==> src/rtl/adain_pkg.sv <==
`default_nettype none
// ============================================================================
// Module   : adain_pkg
// Purpose  : Shared fixed-point constants, accumulator-width helpers and the
//            FSM state type for the AdaIN channel-statistics stage.
//            Input pixels are signed Q8.8. Outputs are signed Q12.20.
// Ports    : (package - no ports)
// Revision : 1.0 - initial release
// ============================================================================
package adain_pkg;

  localparam int          c_DATA_W     = 16;                        // Q8.8 pixel
  localparam int          c_FRAC_IN    = 8;
  localparam int          c_OUT_W      = 32;                        // Q12.20 result
  localparam int          c_FRAC_OUT   = 20;
  localparam int          c_LOG2_N     = 10;                        // 1024 pixels
  localparam int          c_MEAN_SHIFT = c_FRAC_OUT - c_FRAC_IN;     // Q8.8   -> Q12.20
  localparam int          c_VAR_SHIFT  = c_FRAC_OUT - 2 * c_FRAC_IN; // Q16.16 -> Q12.20
  localparam logic [31:0] c_EPS        = 32'd10;                    // ~1e-5 in Q12.20

  typedef enum logic [1:0] {
    ACC  = 2'd0,
    MEAN = 2'd1,
    VAR  = 2'd2,
    OUT  = 2'd3
  } state_t;

  // Signed running sum of 2**log2_n pixels.
  function automatic int sum_width(input int data_w, input int log2_n);
    return data_w + log2_n;
  endfunction

  // Unsigned running sum of 2**log2_n squared pixels.
  function automatic int sumsq_width(input int data_w, input int log2_n);
    return 2 * data_w + log2_n;
  endfunction

endpackage
`default_nettype wire

==> src/rtl/adain_square.sv <==
`default_nettype none
// ============================================================================
// Module   : adain_square
// Purpose  : Combinational signed squarer. The square of a two's-complement
//            value is never negative, so the result is returned unsigned at
//            full 2*DATA_W width (covers (-2**(DATA_W-1))**2 exactly).
// Ports    : a  - signed DATA_W operand
//            sq - unsigned 2*DATA_W square
// Revision : 1.0 - initial release
// ============================================================================
module adain_square #(
  parameter int DATA_W = 16
) (
  input  logic signed [DATA_W-1:0]   a,
  output logic        [2*DATA_W-1:0] sq
);

  logic signed [2*DATA_W-1:0] w_ext;

  assign w_ext = {{DATA_W{a[DATA_W-1]}}, a};
  assign sq    = $unsigned(w_ext * w_ext);

endmodule
`default_nettype wire

==> src/rtl/adain_stats_accum.sv <==
`default_nettype none
// ============================================================================
// Module   : adain_stats_accum
// Purpose  : Accumulates one channel of 2**LOG2_N signed Q8.8 pixels and
//            produces the channel mean and (variance + EPS) in signed Q12.20.
//            The variance output feeds the inverse-square-root unit.
// Config   : `define ADAIN_VAR_SAT_EN saturates out_var at the largest
//            positive OUT_W value; otherwise out_var keeps the low OUT_W bits.
// Ports    : clk, rst_n (async, active-low)
//            in_data/in_valid/in_ready    - pixel stream
//            out_mean/out_var/out_valid/out_ready - per-channel results
// Revision : 1.0 - initial release
// ============================================================================
module adain_stats_accum
  import adain_pkg::*;
#(
  parameter int          DATA_W = c_DATA_W,
  parameter int          LOG2_N = c_LOG2_N,
  parameter int          OUT_W  = c_OUT_W,
  parameter logic [31:0] EPS    = c_EPS
) (
  input  logic                     clk,
  input  logic                     rst_n,
  input  logic signed [DATA_W-1:0] in_data,
  input  logic                     in_valid,
  output logic                     in_ready,
  output logic        [OUT_W-1:0]  out_mean,
  output logic        [OUT_W-1:0]  out_var,
  output logic                     out_valid,
  input  logic                     out_ready
);

  localparam int                c_SUM_W   = sum_width(DATA_W, LOG2_N);
  localparam int                c_SUMSQ_W = sumsq_width(DATA_W, LOG2_N);
  localparam int                c_SQ_W    = 2 * DATA_W;
  localparam int                c_V_W     = c_SQ_W + c_VAR_SHIFT + 1;
  localparam logic [LOG2_N-1:0] c_CNT_LAST = '1;

  state_t                     r_state;
  state_t                     w_state_nxt;
  logic [LOG2_N-1:0]          r_cnt;
  logic signed [c_SUM_W-1:0]  r_sum;
  logic [c_SUMSQ_W-1:0]       r_sumsq;
  logic signed [DATA_W-1:0]   r_mean_q;
  logic [c_SQ_W-1:0]          r_avg_sq;
  logic [OUT_W-1:0]           r_out_mean;
  logic [OUT_W-1:0]           r_out_var;

  logic                       w_in_hs;
  logic signed [DATA_W-1:0]   w_sq_operand;
  logic [c_SQ_W-1:0]          w_sq;
  logic [c_SQ_W-1:0]          w_d;
  logic [c_V_W-1:0]           w_v;
  logic [OUT_W-1:0]           w_var_out;

  // --------------------------------------------------------------------------
  // FSM
  // --------------------------------------------------------------------------
  always_ff @(posedge clk or negedge rst_n) begin
    if (!rst_n) r_state <= ACC;
    else        r_state <= w_state_nxt;
  end

  always_comb begin
    w_state_nxt = r_state;
    in_ready    = 1'b0;
    out_valid   = 1'b0;
    case (r_state)
      ACC: begin
        in_ready = 1'b1;
        if (in_valid && (r_cnt == c_CNT_LAST)) w_state_nxt = MEAN;
      end
      MEAN: w_state_nxt = VAR;
      VAR:  w_state_nxt = OUT;
      OUT: begin
        out_valid = 1'b1;
        if (out_ready) w_state_nxt = ACC;
      end
      default: w_state_nxt = ACC;
    endcase
  end

  assign w_in_hs = in_valid & in_ready;

  // --------------------------------------------------------------------------
  // Shared squarer: pixels while accumulating, the mean in VAR. The two uses
  // never overlap because in_ready is low outside ACC.
  // --------------------------------------------------------------------------
  assign w_sq_operand = (r_state == VAR) ? r_mean_q : in_data;

  adain_square #(
    .DATA_W (DATA_W)
  ) u_square (
    .a  (w_sq_operand),
    .sq (w_sq)
  );

  // E[x^2] - floor(mean)^2 can dip below zero from the floor in both terms.
  assign w_d = (r_avg_sq > w_sq) ? (r_avg_sq - w_sq) : '0;
  assign w_v = (c_V_W'(w_d) << c_VAR_SHIFT) + c_V_W'(EPS);

`ifdef ADAIN_VAR_SAT_EN
  localparam logic [c_V_W-1:0] c_VAR_MAX =
    {{(c_V_W-OUT_W+1){1'b0}}, {(OUT_W-1){1'b1}}};
  assign w_var_out = (w_v > c_VAR_MAX) ? {1'b0, {(OUT_W-1){1'b1}}} : OUT_W'(w_v);
`else
  // Upstream range analysis keeps the variance far below the wrap point.
  assign w_var_out = OUT_W'(w_v);
`endif

  // --------------------------------------------------------------------------
  // Datapath
  // --------------------------------------------------------------------------
  always_ff @(posedge clk or negedge rst_n) begin
    if (!rst_n) begin
      r_cnt      <= '0;
      r_sum      <= '0;
      r_sumsq    <= '0;
      r_mean_q   <= '0;
      r_avg_sq   <= '0;
      r_out_mean <= '0;
      r_out_var  <= '0;
    end else begin
      case (r_state)
        ACC: begin
          if (w_in_hs) begin
            r_sum   <= r_sum + c_SUM_W'(in_data);
            r_sumsq <= r_sumsq + c_SUMSQ_W'(w_sq);
            r_cnt   <= r_cnt + 1'b1;   // wraps to 0 on the last pixel
          end
        end
        MEAN: begin
          // Taking the top bits is a floor division by N for both sums.
          r_mean_q <= r_sum[c_SUM_W-1 -: DATA_W];
          r_avg_sq <= r_sumsq[c_SUMSQ_W-1 -: c_SQ_W];
        end
        VAR: begin
          r_out_var  <= w_var_out;
          r_out_mean <= {{(OUT_W-DATA_W-c_MEAN_SHIFT){r_mean_q[DATA_W-1]}},
                         r_mean_q, {c_MEAN_SHIFT{1'b0}}};
        end
        OUT: begin
          if (out_ready) begin
            r_sum   <= '0;
            r_sumsq <= '0;
            r_cnt   <= '0;
          end
        end
        default: ;
      endcase
    end
  end

  assign out_mean = r_out_mean;
  assign out_var  = r_out_var;

endmodule
`default_nettype wire

==> config.mk <==
export PLATFORM = sky130hd
export DESIGN_NAME = adain_stats_accum
export DESIGN_NICKNAME = d
export VERILOG_FILES = /design/src/rtl/adain_pkg.sv /design/src/rtl/adain_square.sv /design/src/rtl/adain_stats_accum.sv
export SDC_FILE = /design/constraint.sdc
export NUM_CORES = 1
export LEC_CHECK = 0
export CORE_MARGIN = 8
export CORE_UTILIZATION = 50
export DETAILED_ROUTE_END_ITERATION = 16
export PLACE_DENSITY = 0.71
export SLEW_MARGIN = 20
export SYNTH_ARGS = -nofsm -noshare
export SYNTH_HDL_FRONTEND = slang
export SYNTH_HIERARCHICAL = 1
export SYNTH_SLANG_ARGS = --single-unit
==> constraint.sdc <==
create_clock -name clk -period 12.3 [get_ports clk]
set_input_delay 1.23 -clock clk [delete_from_list [all_inputs] [get_ports clk]]
set_output_delay 1.23 -clock clk [all_outputs]
set_load 0.03 [all_outputs]
# Word-level counts from Yosys, hierarchy flattened
# Cells that the tools add are included.
# W data, S select, Z words.
[op_classes] n_mul=1 add_sub_neg=5 magnitude_cmp=1 muxes=16 bitwise_logic=1 n_div=0 n_eq_ne=7 n_reduce_logical=5 n_shift=0
[op_table] op="$mux W42" n=2
[op_table] op="$pmux W42 S2" n=1
[op_table] op="$mux W26" n=2
[op_table] op="$pmux W26 S2" n=1
[op_table] op="$add A42 B32 Y42" n=1
[op_table] op="$add A32 B4 Y32 const B" n=1
[op_table] op="$gt A32 B32 Y1" n=1
[op_table] op="$mul A16 B16 Y32" n=1
[op_table] op="$mux W28" n=1
[op_table] op="$sub A28 B28 Y28" n=1
[op_table] op="$add A26 B16 Y26" n=1
[op_table] op="$mux W10" n=2
[op_table] op="$pmux W10 S2" n=1
[op_table] op="$mux W16" n=1
[op_table] op="$add A10 B1 Y10 const B" n=1
[op_table] op="$eq A10 B10 Y1 const B" n=1
[op_table] op="$pmux W2 S4" n=1
[op_table] op="$ne A2 B2 Y1 const B" n=3
[op_table] op="$eq A2 B2 Y1 const B" n=2
[op_table] op="$mux W2" n=2
[op_table] op="$reduce_and A3 Y1" n=1
[op_table] op="$eq A2 B1 Y1 const B" n=1
[op_table] op="$logic_not A2 Y1" n=1
[op_table] op="$mux W1" n=2
[op_table] op="other kinds (4)" n=4
[word_totals] regBits=176 latchBits=0 output_inout_bits=66 mem_bits_rw=0 word_cells=44 input_bits=20 memories=0 rom_bits=0

# Logic depth before layout (Yosys ltp)
[logic_depth] depth_word=6 ltp_mapped=43 mapped_depth_nobuf=37

# Cells and area by module
# Netlist, hierarchy kept.
[by_module_without_submodules] module="adain_stats_accum" seq_area_each_um2=4329.2 n_inst=1 cells_each=1254 area_per_inst_um2=11573.6
[by_module_without_submodules] module="adain_square" seq_area_each_um2=0.0 n_inst=1 cells_each=1037 area_per_inst_um2=9207.6

# Least setup slack after synthesis
# Ideal clock, no wire load.
[synth_timing] path_type="input port to flip-flop" from="input in_data[6]" to="register r_out_var[31], in the netlist out_var[31]" setup_ns=0.124 required_time_ns=12.176 arrival_ns=9.339 setup_slack_ns=2.837 n_path_buf=1 path_stages=32 cell_sequence="inv_1 -> o21ai_0 -> clkbuf_1 -> nand2_1 -> fa_1 -> inv_1 -> fa_1 -> inv_1 -> fa_1 -> fa_1 -> fa_1 -> fa_1 -> inv_1 -> ha_1 -> a21o_1 -> a21o_1 -> a221o_1 -> nor3_1 -> o31a_2 -> nand2b_1 -> mux2i_1 -> inv_1 -> ha_1 -> nand4_1 -> or2_2 -> nor2_1 -> a21oi_1 -> nand2b_1 -> a2bb2oi_4 -> nor3b_1 -> mux2_1 -> a211o_1"
[synth_between] elab_chain_cells=5 word_cells_on_any_way=6 classes_between="add/sub (2); mul (1); order compare (1); mux (2)"
[synth_rtl] element="start, declared" line_no="adain_stats_accum.sv:24" text="input logic signed [DATA_W-1:0] in_data,"
[synth_rtl] element="$mux W16" line_no="adain_stats_accum.sv:89" text="assign w_sq_operand = (r_state == VAR) ? r_mean_q : in_data;"
[synth_rtl] element="via w_sq_operand[6]" line_no="adain_stats_accum.sv:50" text="logic signed [DATA_W-1:0] w_sq_operand;"
[synth_rtl] element="$mul A16 B16 Y32" line_no="adain_square.sv:21" text="assign sq = $unsigned(w_ext * w_ext);"
[synth_rtl] element="via w_sq[29]" line_no="adain_stats_accum.sv:51" text="logic [c_SQ_W-1:0] w_sq;"
[synth_rtl] element="$gt A32 B32 Y1" line_no="adain_stats_accum.sv:99" text="assign w_d = (r_avg_sq > w_sq) ? (r_avg_sq - w_sq) : '0;"
[synth_rtl] element="$mux W28" line_no="adain_stats_accum.sv:99"
[synth_rtl] element="$add A32 B4 Y32" line_no="adain_stats_accum.sv:100" text="assign w_v = (c_V_W'(w_d) << c_VAR_SHIFT) + c_V_W'(EPS);"
[synth_rtl] element="end signal, assigned" line_no="adain_stats_accum.sv:138" text="r_out_var <= w_var_out;"
[synth_rtl] element="end, declared" line_no="adain_stats_accum.sv:47" text="logic [OUT_W-1:0] r_out_var;"
# The timed path passes the listed nets, and every way through them passes these cells.
# A chain may end at the register's enable or synchronous reset.

# Final worst setup path
[layout_timing] from="input in_data[15]" to="register r_out_var[31], in the netlist out_var[31]"
# The elaborated chain is that of the path after synthesis.

==> results.json <==
{
  "outcome": "finished clean",
  "drc_errors": 0,
  "postCtsHoldBufs": 0,
  "syn_area_um2": 20800,
  "max_stage_delay_ns": 0.82,
  "cts_setup_buffers": 0,
  "fp.dieH_um": 220,
  "grt_pass1_wl_um": 83000,
  "slew_headroom_pct": 31.0,
  "dieArea_um2": 48300,
  "worstPathRequired_ns": 12.63,
  "cp.arrival_ns": 10.74,
  "post_drt_wl_per_cell_um": 17.3,
  "vias": 16100,
  "worst_pin_slew_ns": 1.03,
  "timing.final.crit_share_pct": 84.6,
  "worstRegToRegCells": 36,
  "clock_sinks": 173,
  "crit_slowest_cell": "fa_1",
  "wl_um": 49700,
  "initial_utilization_pct": 50.8,
  "synth_edf_count": 0,
  "ys_top_cells_by_area": "fa_1 (23%), dfrtp_1 (21%), ha_1 (11%)",
  "yosysTopAreaCellShare_pct": 22.8,
  "syn_inst": 2291,
  "crit_fanout": 21,
  "cts_inserted_buffers": 17,
  "nets": 2767,
  "finalNonFillerCells": 2872,
  "n_antenna_cell": 0,
  "dp_cells": 2840,
  "async_reset_ff_share_pct": 100,
  "ant_nets": 0,
  "cts.clk_slew.worst_paths_ns": 0.07,
  "worstSetupStartpointType": "input pin",
  "grt_pass1_vias": 16600,
  "io_buffers": 71,
  "cts_tree": "yes",
  "drv_cap": 0,
  "viasPerCell": 5.59,
  "dp_hpwl_um": 39500,
  "reg2reg_slack_ns": 2.00,
  "drt_iter0_markers": 933,
  "synthFlopType": "dfrtp_1",
  "ys_seq_area_share_pct": 20.8,
  "antenna_found_initial": 0,
  "yosys.area.top_type": "fa_1",
  "areaGrowthSynthToFinish_pct": 8.77,
  "hold_depth": 2,
  "critPathCaptureType": "register",
  "ios": 86,
  "finalSetupTns_ns": 0,
  "cts_resized": 0,
  "syn_area_per_cell_um2": 9.07,
  "crit_top_cell": "fa_1",
  "core_um2": 40900,
  "finalCriticalPeriod_ns": 10.40,
  "num_rows": 74,
  "ys_ff_latch": 173,
  "yosys_warnings": 6,
  "htreeDepth": 4,
  "setup_viol": 0,
  "critical_path_class": "input pin to register",
  "finalClockSkew_ns": 0.0118,
  "fp.dieW_um": 220,
  "rsz0062_at_grt": "false",
  "grt-ovfl-total": 0,
  "min_path_type": "register to register",
  "synth_cell_type_count": 90,
  "track_usage_pct": 21.2,
  "clock-root-buffer": "clkbuf_16",
  "dr.pass1.iters": 8,
  "slew_violations": 0,
  "grt_max_degree": 92,
  "place_congestion": 0.908,
  "fmax_mhz": 96.1,
  "hold_viol": 0,
  "clock_latency_ns": 0.45,
  "cts_max_path_buffers": 2,
  "final_layout_size_suffix_gt1_share_pct": 6.24
}
[routing by layer]
metal	wire length (µm)	global-route usage [%]
met5	0	0
met2	24400	35.4
met3	2610	4.04
met4	1280	6.36
met1	21500	27.6
[worst paths after layout]
check | start | to
max in group asynchronous | rst_n | r_avg_sq[20]
min in group asynchronous | rst_n | out_var[5]
setup reg to reg | r_state[0] | out_var[31]
setup / recovery | in_data[15] | out_var[31]
hold / removal | r_sum[9] | r_sum[9]
hold reg to reg | r_sum[9] | r_sum[9]
[per-stage QoR]
stage / worst slack [ns] / cell area (µm²) / hold slack (ns) / utilization, %
floorplan: 2.84 / 20800 / 0.453 / -
global placement: 1.66 / 22000 / 0.467 / 53.7
detailed placement: 1.42 / 22000 / 0.479 / 53.7
CTS: 1.87 / 22600 / 0.497 / 55.2
global route: 1.27 / 22600 / 0.511 / 55.2
finish: 1.90 / 22600 / 0.495 / 55.2
[cell families after synthesis]
family / share of synthesized area [%]
fa+ha+maj: 33.8
xor+xnor: 4.64
compound gates: 15.7
simple gates: 11.6
other cells: 0.0361
buf+inv: 10.2
flops: 20.8
mux: 3.03
[synthesized netlist by cell type (14+ instances only)]
| master | instances |
|---|---|
| fa_1 | 237 |
| ha_1 | 183 |
| and2_1 | 52 |
| buf_4 | 21 |
| nand2b_1 | 19 |
| a21oi_1 | 106 |
| o21ai_0 | 138 |
| nand3_1 | 31 |
| nand2_1 | 205 |
| mux2_2 | 47 |
| inv_1 | 454 |
| nand4_1 | 18 |
| xor2_1 | 40 |
| nor3_1 | 22 |
| o2bb2ai_1 | 14 |
| xnor2_1 | 70 |
| nor2_1 | 90 |
| clkbuf_1 | 57 |
| a21o_1 | 50 |
| a22o_1 | 24 |
| dfrtp_1 | 173 |
[layout make-up]
class,count,area [µm²]
timing repair buffer,94,885
fill,3652,18300
sequential,173,4330
clock buffer,21,470
clock inverter,11,156
inverter,455,1710
multi-input combinational,1586,14400
tap,532,666
[registers in the layout, indices dropped and copies added (netlist names)]
register / count
r_sumsq: 42
r_cnt: 10
out_var: 29
r_mean_q: 16
r_state: 2
r_avg_sq: 32
out_mean: 16
r_sum: 26
[worst max-delay path, delay by kind of cell]
kind	cells	cell delay (ns)
muxes	2	0.54
AOI/OAI and AO/OA	8	1.79
buffers and inverters	8	1.70
adders and majority gates	8	4.05
and+or+nand+nor	8	1.39
[cells in the final DEF (no fill, tap or decap), types with 7 or more instances in the layout]
cell / count
o31ai_1: 9
ha_1: 181
a31oi_1: 13
a211oi_1: 12
o21bai_1: 13
o21ai_0: 123
and3_1: 10
buf_4: 23
conb_1: 15
o2bb2ai_1: 14
o21ai_1: 17
o211ai_1: 13
nand4_1: 18
a22o_1: 24
and2_1: 52
o21a_1: 13
clkbuf_16: 17
nand3_1: 30
nor2b_1: 8
nand2_1: 204
fa_1: 237
nor4_1: 7
a21o_1: 50
nor3_1: 22
mux2i_1: 9
xnor2_1: 70
inv_1: 454
nor3b_1: 8
nand2b_1: 19
xor2_1: 40
a21oi_1: 106
dfrtp_1: 173
mux2_2: 47
clkdlybuf4s50_1: 70
nor2_1: 90
Power is not shown: default switching activity piles up to over one toggle a cycle in this logic, so the estimate is an artifact.
